$ cat src/rtl/seq_dect_pkg.sv
// seq_dect_pkg
//   Shared definitions for the sequence-detector family.
//   - seq_state_e : detector FSM state encoding
//   - len_w()     : width needed to hold a pattern length 0..max_len
package seq_dect_pkg;

  typedef enum logic {
    ST_UNCFG = 1'b0,
    ST_ARMED = 1'b1
  } seq_state_e;

  localparam int DEF_MAX_LEN = 8;
  localparam int DEF_CNT_W   = 8;

  function automatic int len_w(input int max_len);
    return $clog2(max_len + 1);
  endfunction

endpackage

$ cat src/rtl/seq_dect_win_cmp.sv
// seq_dect_win_cmp
//   Combinational window compare. Reports a hit when enough bits have been
//   seen and the newest i_len bits of the window equal the pattern.
//   Ports:
//     i_win  [MAX_LEN-1:0] candidate window, bit 0 = newest bit
//     i_pat  [MAX_LEN-1:0] pattern, bits >= i_len ignored
//     i_len  [LEN_W-1:0]   pattern length (0 never hits)
//     i_fill [LEN_W-1:0]   bits seen before the current one
//     o_hit                window matches
module seq_dect_win_cmp
  import seq_dect_pkg::*;
#(
  parameter int MAX_LEN = DEF_MAX_LEN,
  parameter int LEN_W   = len_w(MAX_LEN)
) (
  input  logic [MAX_LEN-1:0] i_win,
  input  logic [MAX_LEN-1:0] i_pat,
  input  logic [LEN_W-1:0]   i_len,
  input  logic [LEN_W-1:0]   i_fill,
  output logic               o_hit
);

  // One extra bit so that i_len == MAX_LEN still yields an all-ones mask.
  localparam logic [MAX_LEN:0] ONE = (MAX_LEN + 1)'(1);

  logic [MAX_LEN-1:0] w_mask;
  logic [LEN_W:0]     w_fill_nxt;
  logic               w_full;
  logic               w_eq;

  assign w_mask     = MAX_LEN'((ONE << i_len) - ONE);
  assign w_fill_nxt = {1'b0, i_fill} + (LEN_W + 1)'(1);
  assign w_full     = (w_fill_nxt >= {1'b0, i_len});
  assign w_eq       = (((i_win ^ i_pat) & w_mask) == '0);
  assign o_hit      = w_full && w_eq && (i_len != '0);

endmodule

$ cat src/rtl/seq_dect_prog.sv
// seq_dect_prog
//   Programmable serial pattern detector with overlap control and a
//   saturating match counter.
//   Ports:
//     i_clk, i_clr        clock, synchronous active-high reset
//     i_cfg_load          strobe: capture i_cfg_pat / i_cfg_len / i_cfg_overlap
//     i_cfg_pat/len/overlap  configuration (len valid 1..MAX_LEN)
//     i_din, i_din_vld    serial data and its qualifier
//     i_cnt_clr           clear match counter (wins over increment)
//     o_armed             valid configuration held
//     o_match             one-cycle pulse per detected pattern
//     o_match_cnt         saturating match count
//     o_cfg_err           one-cycle pulse on a rejected load
//
//   state    | meaning
//   ST_UNCFG | no valid configuration, input stream ignored
//   ST_ARMED | configured, matching accepted bits
module seq_dect_prog
  import seq_dect_pkg::*;
#(
  parameter int MAX_LEN = DEF_MAX_LEN,
  parameter int CNT_W   = DEF_CNT_W,
  parameter int LEN_W   = len_w(MAX_LEN)
) (
  input  logic               i_clk,
  input  logic               i_clr,
  input  logic               i_cfg_load,
  input  logic [MAX_LEN-1:0] i_cfg_pat,
  input  logic [LEN_W-1:0]   i_cfg_len,
  input  logic               i_cfg_overlap,
  input  logic               i_din,
  input  logic               i_din_vld,
  input  logic               i_cnt_clr,
  output logic               o_armed,
  output logic               o_match,
  output logic [CNT_W-1:0]   o_match_cnt,
  output logic               o_cfg_err
);

  localparam logic [LEN_W-1:0] MAX_LEN_L = LEN_W'(MAX_LEN);

  seq_state_e         r_state;
  logic [MAX_LEN-1:0] r_pat;
  logic [LEN_W-1:0]   r_len;
  logic               r_ovl;
  // The oldest history bit is shifted out before it can reach the window,
  // so only MAX_LEN-1 bits are stored.
  logic [MAX_LEN-2:0] r_hist;
  logic [LEN_W-1:0]   r_fill;
  logic               r_match;
  logic [CNT_W-1:0]   r_cnt;
  logic               r_err;

  logic [MAX_LEN-1:0] w_win;
  logic               w_cmp_hit;
  logic               w_accept;
  logic               w_hit;
  logic               w_cfg_ok;
  logic [LEN_W-1:0]   w_fill_inc;

  assign w_win      = {r_hist, i_din};
  assign w_accept   = (r_state == ST_ARMED) && i_din_vld && !i_cfg_load;
  assign w_hit      = w_accept && w_cmp_hit;
  assign w_cfg_ok   = (i_cfg_len != '0) && (i_cfg_len <= MAX_LEN_L);
  assign w_fill_inc = (r_fill == MAX_LEN_L) ? r_fill : r_fill + LEN_W'(1);

  seq_dect_win_cmp #(
    .MAX_LEN (MAX_LEN),
    .LEN_W   (LEN_W)
  ) u_win_cmp (
    .i_win  (w_win),
    .i_pat  (r_pat),
    .i_len  (r_len),
    .i_fill (r_fill),
    .o_hit  (w_cmp_hit)
  );

  always_ff @(posedge i_clk) begin
    if (i_clr) begin
      r_state <= ST_UNCFG;
      r_pat   <= '0;
      r_len   <= '0;
      r_ovl   <= 1'b0;
      r_hist  <= '0;
      r_fill  <= '0;
      r_match <= 1'b0;
      r_cnt   <= '0;
      r_err   <= 1'b0;
    end else begin
      r_match <= w_hit;
      r_err   <= i_cfg_load && !w_cfg_ok;

      if (i_cfg_load) begin
        // A rejected load leaves state, history and config untouched.
        if (w_cfg_ok) begin
          r_state <= ST_ARMED;
          r_pat   <= i_cfg_pat;
          r_len   <= i_cfg_len;
          r_ovl   <= i_cfg_overlap;
          r_hist  <= '0;
          r_fill  <= '0;
        end
      end else if (w_accept) begin
        r_hist <= w_win[MAX_LEN-2:0];
        // Non-overlap mode forgets everything seen so far after a match.
        r_fill <= (w_hit && !r_ovl) ? '0 : w_fill_inc;
      end

      if (i_cnt_clr) begin
        r_cnt <= '0;
      end else if (w_hit && (r_cnt != '1)) begin
        r_cnt <= r_cnt + CNT_W'(1);
      end
    end
  end

  assign o_armed     = (r_state == ST_ARMED);
  assign o_match     = r_match;
  assign o_match_cnt = r_cnt;
  assign o_cfg_err   = r_err;

endmodule
$ cat config.mk
export PLATFORM = sky130hd
export DESIGN_NAME = seq_dect_prog
export DESIGN_NICKNAME = d
export VERILOG_FILES = /design/src/rtl/seq_dect_pkg.sv /design/src/rtl/seq_dect_win_cmp.sv /design/src/rtl/seq_dect_prog.sv
export SDC_FILE = /design/constraint.sdc
export NUM_CORES = 1
export LEC_CHECK = 0
export ABC_AREA = 1
export CAP_MARGIN = 10
export CORE_UTILIZATION = 23
export DETAILED_ROUTE_END_ITERATION = 8
export SYNTH_ARGS = -nofsm -noshare
export SYNTH_HDL_FRONTEND = slang
export SYNTH_HIERARCHICAL = 1
export SYNTH_SLANG_ARGS = --single-unit
$ cat constraint.sdc
create_clock -name i_clk -period 1.9 [get_ports i_clk]
set_input_delay 0.285 -clock i_clk [delete_from_list [all_inputs] [get_ports i_clk]]
set_output_delay 0.285 -clock i_clk [all_outputs]
set_load 0.005 [all_outputs]
## Word-level counts from Yosys, hierarchy flattened

Cells that the tools add are included.

| cells by class | value |
|---|---|
| reduce and logical (&&, ||, !) cells | 20 |
| eq/ne operators | 4 |
| add/subtract/negate cells | 4 |
| multiplexer cells | 8 |
| magnitude comparators | 2 |
| bitwise gates (word level) | 2 |
| divide/modulo/power cells | 0 |
| shift-type cells | 1 |
| $mul | 0 |

Operators by type and width:

| operator | number |
|---|---|
| 7-bit 2-to-1 mux | 3 |
| 4-bit 2-to-1 mux | 5 |
| 1-bit logical AND | 9 |
| 8-bit by 1-bit adder with 8-bit output (second input constant) | 1 |
| 8-bit bitwise AND | 1 |
| 8-bit zero test | 1 |
| 8-bit != test (second input constant) | 1 |
| 4-bit nonzero test | 2 |
| 1-bit by 4-bit left shift with 8-bit output (first input constant) | 1 |
| 8-bit by 1-bit subtractor with 8-bit output (second input constant) | 1 |
| 8-bit bitwise XOR | 1 |
| 4-bit by 1-bit adder with 5-bit output (second input constant) | 1 |
| 5-bit by 4-bit greater-or-equal comparator with 1-bit output | 1 |
| 4-bit by 1-bit adder with 4-bit output (second input constant) | 1 |
| 4-bit == test (second input constant) | 1 |
| 4-bit <= comparator (second input constant) | 1 |
| 2-bit AND reduction | 2 |
| 1-bit zero test | 3 |
| 3-bit by 2-bit != test with 1-bit output (second input constant) | 1 |
| 3-bit AND reduction | 1 |
| 2-bit by 1-bit != test with 1-bit output (second input constant) | 1 |
| 2-bit nonzero test | 1 |
| 2-bit OR reduction | 1 |

| word-level totals | value |
|---|---|
| latch bits | 0 |
| register bits after elaboration | 35 |
| bits in read-only memories | 0 |
| logic and storage cells | 50 |
| input bits | 19 |
| RAM bits | 0 |
| memories | 0 |

## Longest topological paths before layout

Gate-level depths: netlist of the first run.

| depth | value |
|---|---|
| word-level depth | 11 |
| gate-level depth with buffers | 17 |
| mapped depth without buffers | 17 |

## By module

The synthesis of the first run kept the hierarchy.

By module, submodules not included:

| module | area an instance (µm²) | cells an instance | times used |
|---|---|---|---|
| seq_dect_prog | 1539.0 | 209 | 1 |
| seq_dect_win_cmp | 416.6 | 77 | 1 |

## Least setup slack after synthesis of the first run

Ideal clock, no wire load.

| timing | value |
|---|---|
| path type | flip-flop to flip-flop |
| start point | register r_len[3] |
| end point | register r_cnt[4] (netlist: o_match_cnt[4]) |
| path slack | -41 ps |
| stages on the path, launching flop included | 17 |
| required time | 1785 ps |
| library setup time | 115 ps |
| arrival | 1826 ps |
| buffers on the path | 0 |
| period minus slack after synthesis | 1941 ps |
| cells stage by stage | dfxtp_1 -> nor2_2 -> nand3_1 -> ha_1 -> inv_1 -> nand3_1 -> nand2_1 -> nor2_1 -> nand2_1 -> inv_1 -> nand3_2 -> nor2_2 -> nand2_2 -> a21oi_2 -> nand3_1 -> nand2_1 -> nor2_1 |

| between the ends | value |
|---|---|
| word-level cells in the longest chain between the ends | 8 |

Ends and longest elaborated chain:

| item | RTL line | RTL |
|---|---|---|
| from (decl) | seq_dect_prog.sv:44 | `logic [LEN_W-1:0] r_len;` |
| from (signal assigned) | seq_dect_prog.sv:98 | `r_len <= i_cfg_len;` |
| 1-bit by 4-bit left shift with 8-bit output | seq_dect_win_cmp.sv:31 | `assign w_mask = MAX_LEN'((ONE << i_len) - ONE);` |
| 8-bit by 1-bit subtractor with 8-bit output | seq_dect_win_cmp.sv:31 |  |
| 8-bit bitwise AND | seq_dect_win_cmp.sv:34 | `assign w_eq = (((i_win ^ i_pat) & w_mask) == '0);` |
| 8-bit zero test | seq_dect_win_cmp.sv:34 |  |
| 1-bit logical AND | seq_dect_win_cmp.sv:35 | `assign o_hit = w_full && w_eq && (i_len != '0);` |
| 1-bit logical AND * | seq_dect_win_cmp.sv:35 |  |
| net w_cmp_hit | seq_dect_prog.sv:55 | `logic w_cmp_hit;` |
| 1-bit logical AND * | seq_dect_prog.sv:63 | `assign w_hit = w_accept && w_cmp_hit;` |
| 1-bit logical AND * | seq_dect_prog.sv:111 | `end else if (w_hit && (r_cnt != '1)) begin` |
| to (signal assigned) | seq_dect_prog.sv:112 | `r_cnt <= r_cnt + CNT_W'(1);` |
| to (decl) | seq_dect_prog.sv:51 | `logic [CNT_W-1:0] r_cnt;` |

Mark *: on every way through the listed nets, which the timed path passes. The rest lies on a longest branch.
A chain may end at the register's enable or synchronous reset.

## Final worst setup path of the first run

Ends and elaborated chain as after synthesis.

==> results of run 1 <==
==> routing by layer <==
| metal | part of all wire (%) | vias to the layer above | track usage, % | wire (um) |
|---|---|---|---|---|
| met5 | 0 | - | 0 | 0 |
| met4 | 0.80 | 0 | 3.46 | 41 |
| met3 | 4.0 | 6 | 2.99 | 205 |
| met2 | 49 | 42 | 22.6 | 2500 |
| met1 | 46 | 857 | 15.8 | 2380 |
| li1 | - | 998 | - | - |
==> placed cells by master (no fill, tap or decap), types with 5 or more instances in the layout <==
| cell | instances |
|---|---|
| xor2_1 | 8 |
| nand2_1 | 75 |
| nand3_2 | 5 |
| clkdlybuf4s50_1 | 29 |
| ha_1 | 5 |
| a21oi_1 | 22 |
| inv_1 | 32 |
| nor2_1 | 31 |
| buf_4 | 17 |
| nand3_1 | 10 |
| o21ai_0 | 11 |
| dfxtp_2 | 5 |
| nand2_2 | 7 |
| clkbuf_8 | 5 |
| dfxtp_1 | 29 |
==> layout make-up <==
class	count	area share [%]
multi-input cells	209	44.4
flip-flops and latches	35	25.5
repair buffers	47	15.4
inverters	37	5.03
well taps	105	4.72
clock buffers	5	2.47
clock inverters	3	2.43
==> where the power goes <==
| part | switching, mW | internal [mW] | total, mW | leakage (nW) |
|---|---|---|---|---|
| combinational | 0.206 | 0.186 | 0.392 | 0.821 |
| clock | 0.286 | 0.523 | 0.809 | 0.0644 |
| sequential | 0.0321 | 0.769 | 0.801 | 0.288 |
==> registers in the layout (all words and copies together) (netlist names) <==
signal	count
o_armed	1
o_cfg_err	1
o_match	1
o_match_cnt	8
r_fill	4
r_hist	7
r_len	4
r_ovl	1
r_pat	8
==> worst max-delay path, cell delays in order (launching register included) <==
cell and delay, ns:
dfxtp_2 0.34, nor2_4 0.14, nand3_2 0.10, ha_4 0.27, inv_2 0.03, nand3_2 0.05, nand2_1 0.04, nor2_1 0.08
nand2_1 0.06, inv_1 0.06, nand3_2 0.07, nor2_4 0.15, nand2_4 0.08, a21oi_4 0.20, nand3_1 0.11, nand2_1 0.06
nor2_1 0.04
==> kinds of logic after synthesis <==
| kind of cell | after synthesis | synth area share [%] |
|---|---|---|
| simple gates | 147 | 33.7 |
| fa+ha+maj | 9 | 5.76 |
| compound gates | 43 | 11.5 |
| xor+xnor | 10 | 4.48 |
| buf+inv | 42 | 8.70 |
| flops | 35 | 35.8 |
==> synth_stat cells, drive strengths merged, types with 2 or more instances <==
library cell	instances
nand2	86
nor3	3
nand3	17
xor2	8
o21ai	14
buf	2
dfxtp	35
clkbuf	3
ha	9
xnor2	2
nor2	39
inv	36
a21oi	27
==> repair_timing <==
item,CTS,global route
cloned,0,0
buffers inserted,3,0
endpoints found under the setup margin,12,12
resized for setup,27,10
pin swaps,20,8
==> through the flow <==
step           utilization [%]  hold WS (ns)  setup WS (ns)
6_report                  33.9         0.481        -0.0834
2_1_floorplan                -         0.405        0.00673
5_1_grt                   33.9         0.513         -0.242
3_5_place_dp              30.0         0.446         -0.162
4_1_cts                   33.4         0.479        -0.0532
3_3_place_gp              30.0         0.443         -0.107
==> worst max-delay path by stage <==
stage                                from  slack [ns]                     endpoint  cells past startpoint
finish              r_len[3]$_SDFFE_PP0P_       -0.08  o_match_cnt[4]$_SDFFE_PP0P_                     16
global route        r_len[3]$_SDFFE_PP0P_       -0.24  o_match_cnt[3]$_SDFFE_PP0P_                     15
CTS                 r_len[3]$_SDFFE_PP0P_       -0.05  o_match_cnt[4]$_SDFFE_PP0P_                     16
detailed placement                  i_din       -0.16  o_match_cnt[4]$_SDFFE_PP0P_                     14
global placement                    i_din       -0.11  o_match_cnt[4]$_SDFFE_PP0P_                     14
floorplan           r_len[3]$_SDFFE_PP0P_       0.007  o_match_cnt[4]$_SDFFE_PP0P_                     16
==> key figures, run 1 <==
Status
  • Outcome: finished, violations left
  • Failing checks: negative setup slack

Clock tree
  • Clock-pin slew on the worst setup and hold paths: 0.08 ns
  • Post-CTS Hold Buffers: 0
  • Total CTS buffers: 5
  • Clock Root Buffer: clkbuf_8
  • Clock Latency Late Sink: 0.29 ns
  • CTS max path bufs: 2
  • H-tree depth: 2
  • CTS tree: built
  • Clock sink count: 35

Floorplan
  • Die W: 94.2 um
  • Initial core utilization: 23.8%
  • Core area: 0.00822 mm2
  • Chip Height: 94.2 um
  • Die Area: 0.00888 mm2
  • Num ports: 30
  • Row cnt: 33

STA
  • Setup tns final: -0.554 ns
  • Final setup violation count: 12
  • Min Tclk post-route: 1.98 ns
  • Clock Skew: 0.00770 ns
  • RSZ-0062 raised after global routing: true
  • Crit share post-route: 104%
  • Setup ws final: -0.0834 ns
  • Max-slew violation count: 0
  • FMAX: approximately 500 MHz
  • Final Hold Vio Count: 0
  • Relative slew slack: between 70% and 80%
  • Worst slew pin tran: 0.417 ns

Power and ir drop
  • Power after layout: 2.00 mW
  • Power Dens Cells: 719 mW/mm2
  • Leak: 1.17 nW
  • VDD IR max: 375 uV

Yosys
  • Main synth FF type: dfxtp_1
  • Synth Cell Area: 0.00196 mm2
  • Post-Synthesis Cells: approximately 290
  • Yosys reg bits: 35
  • Top cells by area, synth: dfxtp_1 (36%), nand2_1 (15%), a21oi_1 (6.7%)
  • Synth warnings: 6
  • Netlist cell types: 29
  • Post-synth ARST share: 0%
  • Syn_area_per_cell: 6.84 um2
  • Cell accounting for the most synthesized area: dfxtp_1
  • Top cell type's share of synthesized area: 35.8%
  • Share of the yosys chip area belonging to registers: 35.8%
  • Post-synth EDFFs: 0
  • Synthesized Nets: between 300 and 400

Global routing
  • GRT Resource Usage Total: approximately an eighth
  • First-pass GRT wire length: between 8000 and 9000 um
  • Largest net degree at the start of global routing: 16
  • Initial antenna violation count: 0
  • Vias in the first global route: between 1.5k and 2k
  • Total gr overflow: 0

Finish
  • Register area: 711 um2
  • Footprint of the multi-input gates: 0.00124 mm2
  • Non-Filler Instances: 441
  • Synthesis-to-finish area growth: 42.4%
  • Layout cell share with drive strength beyond 1: 22.0%
  • # diodes: 0
  • Fillers: approximately 850
  • Nets: 363
  • Fin area: 0.00279 mm2

Critical path
  • CP Capture Type: flip-flop
  • R2R Path End: o_match_cnt[4]$_SDFFE_PP0P_
  • Reg2Reg Depth: 16
  • Maximum fanout along the worst path: 7
  • Worst Path Arrival: 2.18 ns
  • Worst r2r src: r_len[3]$_SDFFE_PP0P_
  • Worst Path Required: about 2.1 ns
  • R2R setup slack: -0.08 ns
  • Kind of critical path: flip-flop to flip-flop
  • Setup crit start kind: flip-flop

Worst hold path
  • Min-delay src: r_pat[5]$_SDFFE_PP0P_
  • Min-Delay Path Depth: 2
  • Min-Delay Endpoint: r_pat[5]$_SDFFE_PP0P_
  • Hold Path Class: flip-flop to flip-flop

Route
  • Drt pass-1 iters: 4
  • Antenna Nets Post-Route: 0
  • Via count: 1903
  • WL per Instance: 11.6 um
  • Vias per cell: approximately 4.3
  • Initial DRC Count: 63
  • DRC: 0
  • Routed wire length: ~5000 um

Place
  • Placed cell count: between 400 and 500
  • Placed cell area: between 0.002 and 0.0025 mm2
  • DP HPWL: 3710 um
  • Routability Congestion: 0.797
  • PortBufs: 29

Flow run
  • Max-Cap Viols: 0
Power figures use the tool's default switching activity.
==> inputs of run 2 (changes only) <==
- SLEW_MARGIN: default -> 25
- SYNTH_HIERARCHICAL: 1 -> default
==> key figures, run 2 <==
Status
  • Outcome: finished, violations left
  • Failing checks: negative setup slack

Yosys
  • Post-synth EDFFs: 0
  • Main synth FF type: dfxtp_1
  • Top cell type's share of synthesized area: between 30 and 40%
  • Post-synth ARST share: 0%
  • Synth Cell Area: 0.00189 mm2
  • Top cells by area, synth: dfxtp_1 (37%), nand2_1 (9.5%), nor2_1 (7.7%)
  • Cell accounting for the most synthesized area: dfxtp_1
  • Yosys reg bits: 35
  • Syn_area_per_cell: 7.02 um2
  • Netlist cell types: 24
  • Most numerous cell in the Yosys netlist: nand2_1
  • Share of the yosys chip area belonging to registers: between 30 and 40%
  • Synth cell count leaders: nand2_1 (48), nor2_1 (39), dfxtp_1 (35), inv_1 (34), a21oi_1 (22)
  • Post-Synthesis Cells: approximately 270
  • Synthesized Nets: around 300
  • Synth warnings: 0

Clock tree
  • Clock Latency Late Sink: 0.30 ns
  • CTS max path bufs: 2
  • Total CTS buffers: 5
  • Clock Root Buffer: clkbuf_8
  • Clock-pin slew on the worst setup and hold paths: 0.09 ns
  • CTS tree: built
  • H-tree depth: 2
  • Post-CTS Hold Buffers: 0
  • Clock sink count: 35

Finish
  • Fin area: 0.00275 mm2
  • Footprint of the multi-input gates: 0.00114 mm2
  • Synthesis-to-finish area growth: 45.5%
  • Layout cell share with drive strength beyond 1: 20.9%
  • # diodes: 0
  • Commonest non-fill, non-tap cell in the layout: nand2_1
  • Fillers: between 800 and 900
  • Nets: approximately 360
  • Non-Filler Instances: 432
  • Register area: between 700 and 800 um2
  • Most frequent cells in the layout: nand2_1 (42), nor2_1 (36), inv_1 (34)

Critical path
  • Reg2Reg Depth: 12
  • Critical-path top delay cell: dfxtp_4
  • Kind of critical path: flip-flop to flip-flop
  • Setup crit start kind: flip-flop
  • CP most frequent cell: buf_4
  • Critical path cell sequence: buf_4 > nand3_2 > xor2_2 > ha_1 > buf_4 > nand3_2 > nand4_4 > buf_4 > buf_6 > nand3_4 > nand2_1 > a21oi_1
  • Maximum fanout along the worst path: 5
  • Worst Path Required: 2.13 ns
  • R2R setup slack: -0.17 ns
  • Crit path largest cell delay: 0.38 ns
  • CP Capture Type: flip-flop
  • Worst Path Arrival: 2.30 ns

Global routing
  • First-pass GRT wire length: 8060 um
  • Initial antenna violation count: 0
  • Total gr overflow: 0
  • GRT Resource Usage Total: 11.9%
  • Vias in the first global route: 1835
  • Largest net degree at the start of global routing: 19

Worst hold path
  • Hold Path Class: flip-flop to flip-flop
  • Min-Delay Path Depth: 2

Place
  • Placed cell area: ~0.0025 mm2
  • Place WS: -0.146 ns
  • Placed cell count: just over 400
  • DP HPWL: about 3500 um
  • PortBufs: 29
  • Routability Congestion: 0.793

STA
  • Setup tns final: -1.70 ns
  • Final setup violation count: 13
  • Min Tclk post-route: 2.07 ns
  • FMAX: 483 MHz
  • Final Hold Vio Count: 0
  • Relative slew slack: 66.6%
  • RSZ-0062 raised after global routing: true
  • Minimum hold slack: 0.460 ns
  • Worst slew pin tran: 0.500 ns
  • Crit share post-route: 109%
  • Max-slew violation count: 0
  • Clock Skew: ~0.014 ns
  • Setup ws final: -0.171 ns

Route
  • DRC: 0
  • Drt pass-1 iters: 4
  • Antenna Nets Post-Route: 0
  • Initial DRC Count: 73
  • Routed wire length: a little under 5000 um
  • Vias per cell: 4.39
  • Via count: 1898
  • WL per Instance: 11.2 um

Floorplan
  • Die Area: 0.00858 mm2
  • Num ports: 30
  • Core area: 0.00785 mm2
  • Row cnt: 32
  • Die W: slightly above 90 um
  • Initial core utilization: around a quarter
  • Chip Height: ~93 um

Power and ir drop
  • VDD IR max: 342 uV
  • Leak: 1.16 nW
  • Power Dens Cells: 723 mW/mm2

Flow run
  • Max-Cap Viols: 0
run 2: cell types whose count changed in the layout (fill, tap and decap cells not counted), moves of 4 or more:
| cell | delta |
|---|---|
| nand2_1 | -33 |
| nand4_1 | +10 |
| buf_4 | +9 |
| nand3_1 | +9 |
| nor2_1 | +5 |
| o21ai_0 | +5 |
| dfxtp_1 | +4 |
| dfxtp_2 | -4 |
run 2: logic make-up after synthesis:
family	synth area share (%)
DFF	37.1
and+or+nand+nor	31.1
xor gates and xnor gates	6.49
buffers and inverters	8.94
adders and majority gates	5.30
AOI/OAI and AO/OA	11.1
run 2: power by group:
group	internal (mW)	switching, mW
registers	0.768	0.0290
logic	0.244	0.251
clock network	0.391	0.305
run 2: layer usage:
metal / up-vias / track usage (%) / wire (um)
li1: 989 / - / -
met1: 873 / 13.1 / 2110
met2: 30 / 21.7 / 2500
met3: 6 / 3.20 / 166
met4: 0 / 4.49 / 64
met5: - / 0 / 0
run 2: what timing repair did:
action	in CTS	in global routing
endpoints found under the setup margin	12	13
buffers inserted	2	5
cloned	2	0
pin swaps	7	11
resized for setup	12	11
run 2: cell type report:
type	count	share of cell area (%)
Multi-Input combinational cell	192	41.6
Sequential cell	35	25.7
Timing Repair Buffer	58	19.0
Inverter	37	5.05
Tap cell	102	4.64
Clock buffer	5	2.50
Clock inverter	3	1.59
run 2: worst max-delay path: cells and delay by family (launching register included):
kind / cells / cell delay, ns
AO/OA/AOI/OAI: 1 / 0.14
adder cells (fa/ha/maj): 1 / 0.34
flip-flops: 1 / 0.38
buffers and inverters: 4 / 0.56
AND/OR/NAND/NOR: 5 / 0.42
XOR/XNOR: 1 / 0.17
run 2: worst paths after layout:
check	start	endpoint
max	r_fill[0]$_SDFFE_PP0P_	o_match_cnt[5]$_SDFFE_PP0P_
min	r_ovl$_SDFFE_PP0P_	r_ovl$_SDFFE_PP0P_
max reg2reg	r_fill[0]$_SDFFE_PP0P_	o_match_cnt[5]$_SDFFE_PP0P_
min reg2reg	r_ovl$_SDFFE_PP0P_	r_ovl$_SDFFE_PP0P_
run 2: per-stage QoR:
step	utilization, %	power [mW]
after floorplan	-	1.04
after global placement	31.4	1.21
after detailed placement	31.4	1.22
after CTS	34.1	1.97
after global routing	35.0	2.09
final	35.0	1.99
==> inputs of run 3 (changes only) <==
- CORE_UTILIZATION: 23 -> 40
- SYNTH_HIERARCHICAL: default -> 1
==> key figures, run 3 (synthesis results as in run 1) <==
Clock tree
  • CTS tree: built
  • Clock Root Buffer: clkbuf_8
  • Clock-pin slew on the worst setup and hold paths: roughly 0.080 ns
  • H-tree depth: 2
  • Clock sink count: 35
  • Total CTS buffers: 5
  • Clock Latency Late Sink: 0.29 ns
  • CTS max path bufs: 2

Route
  • Initial DRC Count: 76
  • Met3 routed WL: 117 um
  • DR WL met2: 1980 um
  • Metal1 wirelength: approximately 2300 um
  • Routed wire length: 4490 um
  • Highest metal used: met4
  • WL per Instance: 11.1 um
  • Via count: 1871
  • Drt pass-1 iters: 4
  • Vias per cell: about 4.6
  • Antenna Nets Post-Route: 0
  • DRC: 0

Critical path
  • Setup crit start kind: flip-flop
  • Worst Path Required: roughly 2.1 ns
  • Critical-path top delay cell: dfxtp_4
  • CP Capture Type: flip-flop
  • Critical path cell sequence: nor2_4 > nand3_2 > ha_4 > inv_2 > nand3_2 > nand2_2 > nor2_2 > nand2_1 > inv_1 > nand3_2 > nor2_4 > nand2_4 > a21oi_4 > nand3_1 > nand2_1 > nor2_1
  • Worst Path Arrival: between 2 and 2.5 ns
  • Cell family with most CP delay: simple AND/OR/NAND/NOR gates
  • Maximum fanout along the worst path: 7
  • CP most frequent cell: nand3_2
  • Kind of critical path: flip-flop to flip-flop
  • CP bufs+invs: 2
  • Crit path largest cell delay: 0.36 ns

Floorplan
  • Die Area: ~0.0052 mm2
  • Die W: 71.9 um
  • Core area: between 0.004 and 0.005 mm2
  • Row cnt: 25
  • Chip Height: 71.9 um
  • Initial core utilization: between 40% and 50%
  • Num ports: 30

STA
  • RSZ-0062 raised after global routing: true
  • Crit share post-route: 107%
  • Relative slew slack: between 70% and 80%
  • Final setup violation count: 12
  • Worst slew pin tran: 0.391 ns
  • Clock Skew: 0.00822 ns
  • Final Hold Vio Count: 0
  • Min Tclk post-route: 2.03 ns
  • Max-slew violation count: 0
  • FMAX: just under 500 MHz
  • Setup ws final: -0.131 ns
  • Minimum hold slack: 0.481 ns

Global routing
  • Vias in the first global route: approximately 1.8k
  • First-pass GRT wire length: slightly above 8000 um
  • Initial antenna violation count: 0
  • Total gr overflow: 0
  • Largest net degree at the start of global routing: 15
  • GRT Resource Usage Total: 19.8%

Finish
  • Non-Filler Instances: 405
  • Layout cell share with drive strength beyond 1: 20.1%
  • Register area: about 710 um2
  • Commonest non-fill, non-tap cell in the layout: nand2_1
  • Nets: 365
  • # diodes: 0
  • Synthesis-to-finish area growth: 34.9%
  • Fillers: 460
  • Footprint of the multi-input gates: 0.00118 mm2
  • Most frequent cells in the layout: nand2_1 (74), inv_1 (32), dfxtp_1 (31)

Flow run
  • Max-Cap Viols: 0

Place
  • PortBufs: 29
  • DP HPWL: between 3000 and 4000 um
  • Routability Congestion: 0.775
  • Placed cell count: approximately 400

Power and ir drop
  • Sequential share of power: around 47%
  • Combinational share of power: 21.5%
  • Sw Pwr: 0.512 mW
  • Leak: ~1.2 nW
  • Clock Power Share: approximately a third
  • Int Power: 1.20 mW
  • Power Dens Cells: 647 mW/mm2
  • VDD IR max: about 370 uV
  • Switching Share: 30.0%

Status
  • Outcome: finished, violations left
  • Failing checks: negative setup slack

Worst hold path
  • Hold Path Class: flip-flop to flip-flop
[run 3: cell types whose count changed in the layout (fill, tap and decap cells not counted), moves of 3 or more]
cell / before / now
o21ai_0: 16 / 10
nand2_4: 1 / 4
nand3_1: 19 / 11
nand2_1: 42 / 74
nand4_1: 11 / 1
nor2_1: 36 / 30
ha_1: 5 / 8
buf_4: 26 / 20
o21ai_1: 0 / 4
a21oi_1: 21 / 25
[run 3: path summary, 6_finish.rpt]
path	from	to	slack [ns]	cells past startpoint
max	r_len[3]$_SDFFE_PP0P_	o_match_cnt[4]$_SDFFE_PP0P_	-0.13	16
min	r_pat[4]$_SDFFE_PP0P_	r_pat[4]$_SDFFE_PP0P_	0.48	2
max reg2reg	r_len[3]$_SDFFE_PP0P_	o_match_cnt[4]$_SDFFE_PP0P_	-0.13	16
min reg2reg	r_pat[4]$_SDFFE_PP0P_	r_pat[4]$_SDFFE_PP0P_	0.48	2
[run 3: power groups by stage]
| stage | Clock (mW) | Sequential [mW] | Combinational (mW) |
|---|---|---|---|
| after floorplan | 0 | 0.811 | 0.195 |
| after global placement | 0 | 0.811 | 0.325 |
| after detailed placement | 0 | 0.812 | 0.326 |
| after CTS | 0.563 | 0.796 | 0.359 |
| after global routing | 0.590 | 0.801 | 0.419 |
| final | 0.545 | 0.796 | 0.367 |
[run 3: worst register-to-register path, cell delays in order, from the launching register on]
cell     delay, ns
dfxtp_4       0.36
nor2_4        0.14
nand3_2       0.10
ha_4          0.27
inv_2         0.03
nand3_2       0.06
nand2_2       0.05
nor2_2        0.08
nand2_1       0.05
inv_1         0.06
nand3_2       0.07
nor2_4        0.18
nand2_4       0.08
a21oi_4       0.20
nand3_1       0.10
nand2_1       0.07
nor2_1        0.04
[run 3: layout make-up]
type                            count  area share [%]
Multi-Input combinational cell    209            44.8
Sequential cell                    35            26.8
Timing Repair Buffer               49            16.7
Inverter                           37            5.31
Tap cell                           67            3.18
Clock buffer                        6            2.75
Clock inverter                      2           0.474
[run 3: repair_timing]
action | in CTS | in global routing
pin swaps | 5 | 8
hold endpoints to repair | 0 | 0
gates resized for setup | 17 | 12
buffers inserted | 2 | 0
setup endpoints to repair | 12 | 12
hold buffers | 0 | 0
[run 3: per-layer routing]
metal | up-vias | GRT usage [%]
li1 | 1004 | -
met1 | 838 | 27.9
met2 | 24 | 30.7
met3 | 5 | 4.17
met4 | 0 | 5.88
met5 | - | 0
[run 3: per-stage QoR]
step	util, %	total power, mW	setup WS (ns)	instance area [um2]	TNS (ns)
after global placement	51.7	1.14	-0.152	2440	-0.845
after CTS	55.3	1.72	-0.0679	2610	-0.378
final	55.9	1.71	-0.131	2640	-0.942
after detailed placement	51.7	1.14	-0.196	2440	-1.29
after global routing	55.9	1.81	-0.292	2640	-3.17
after floorplan	-	1.01	0.00673	1960	0
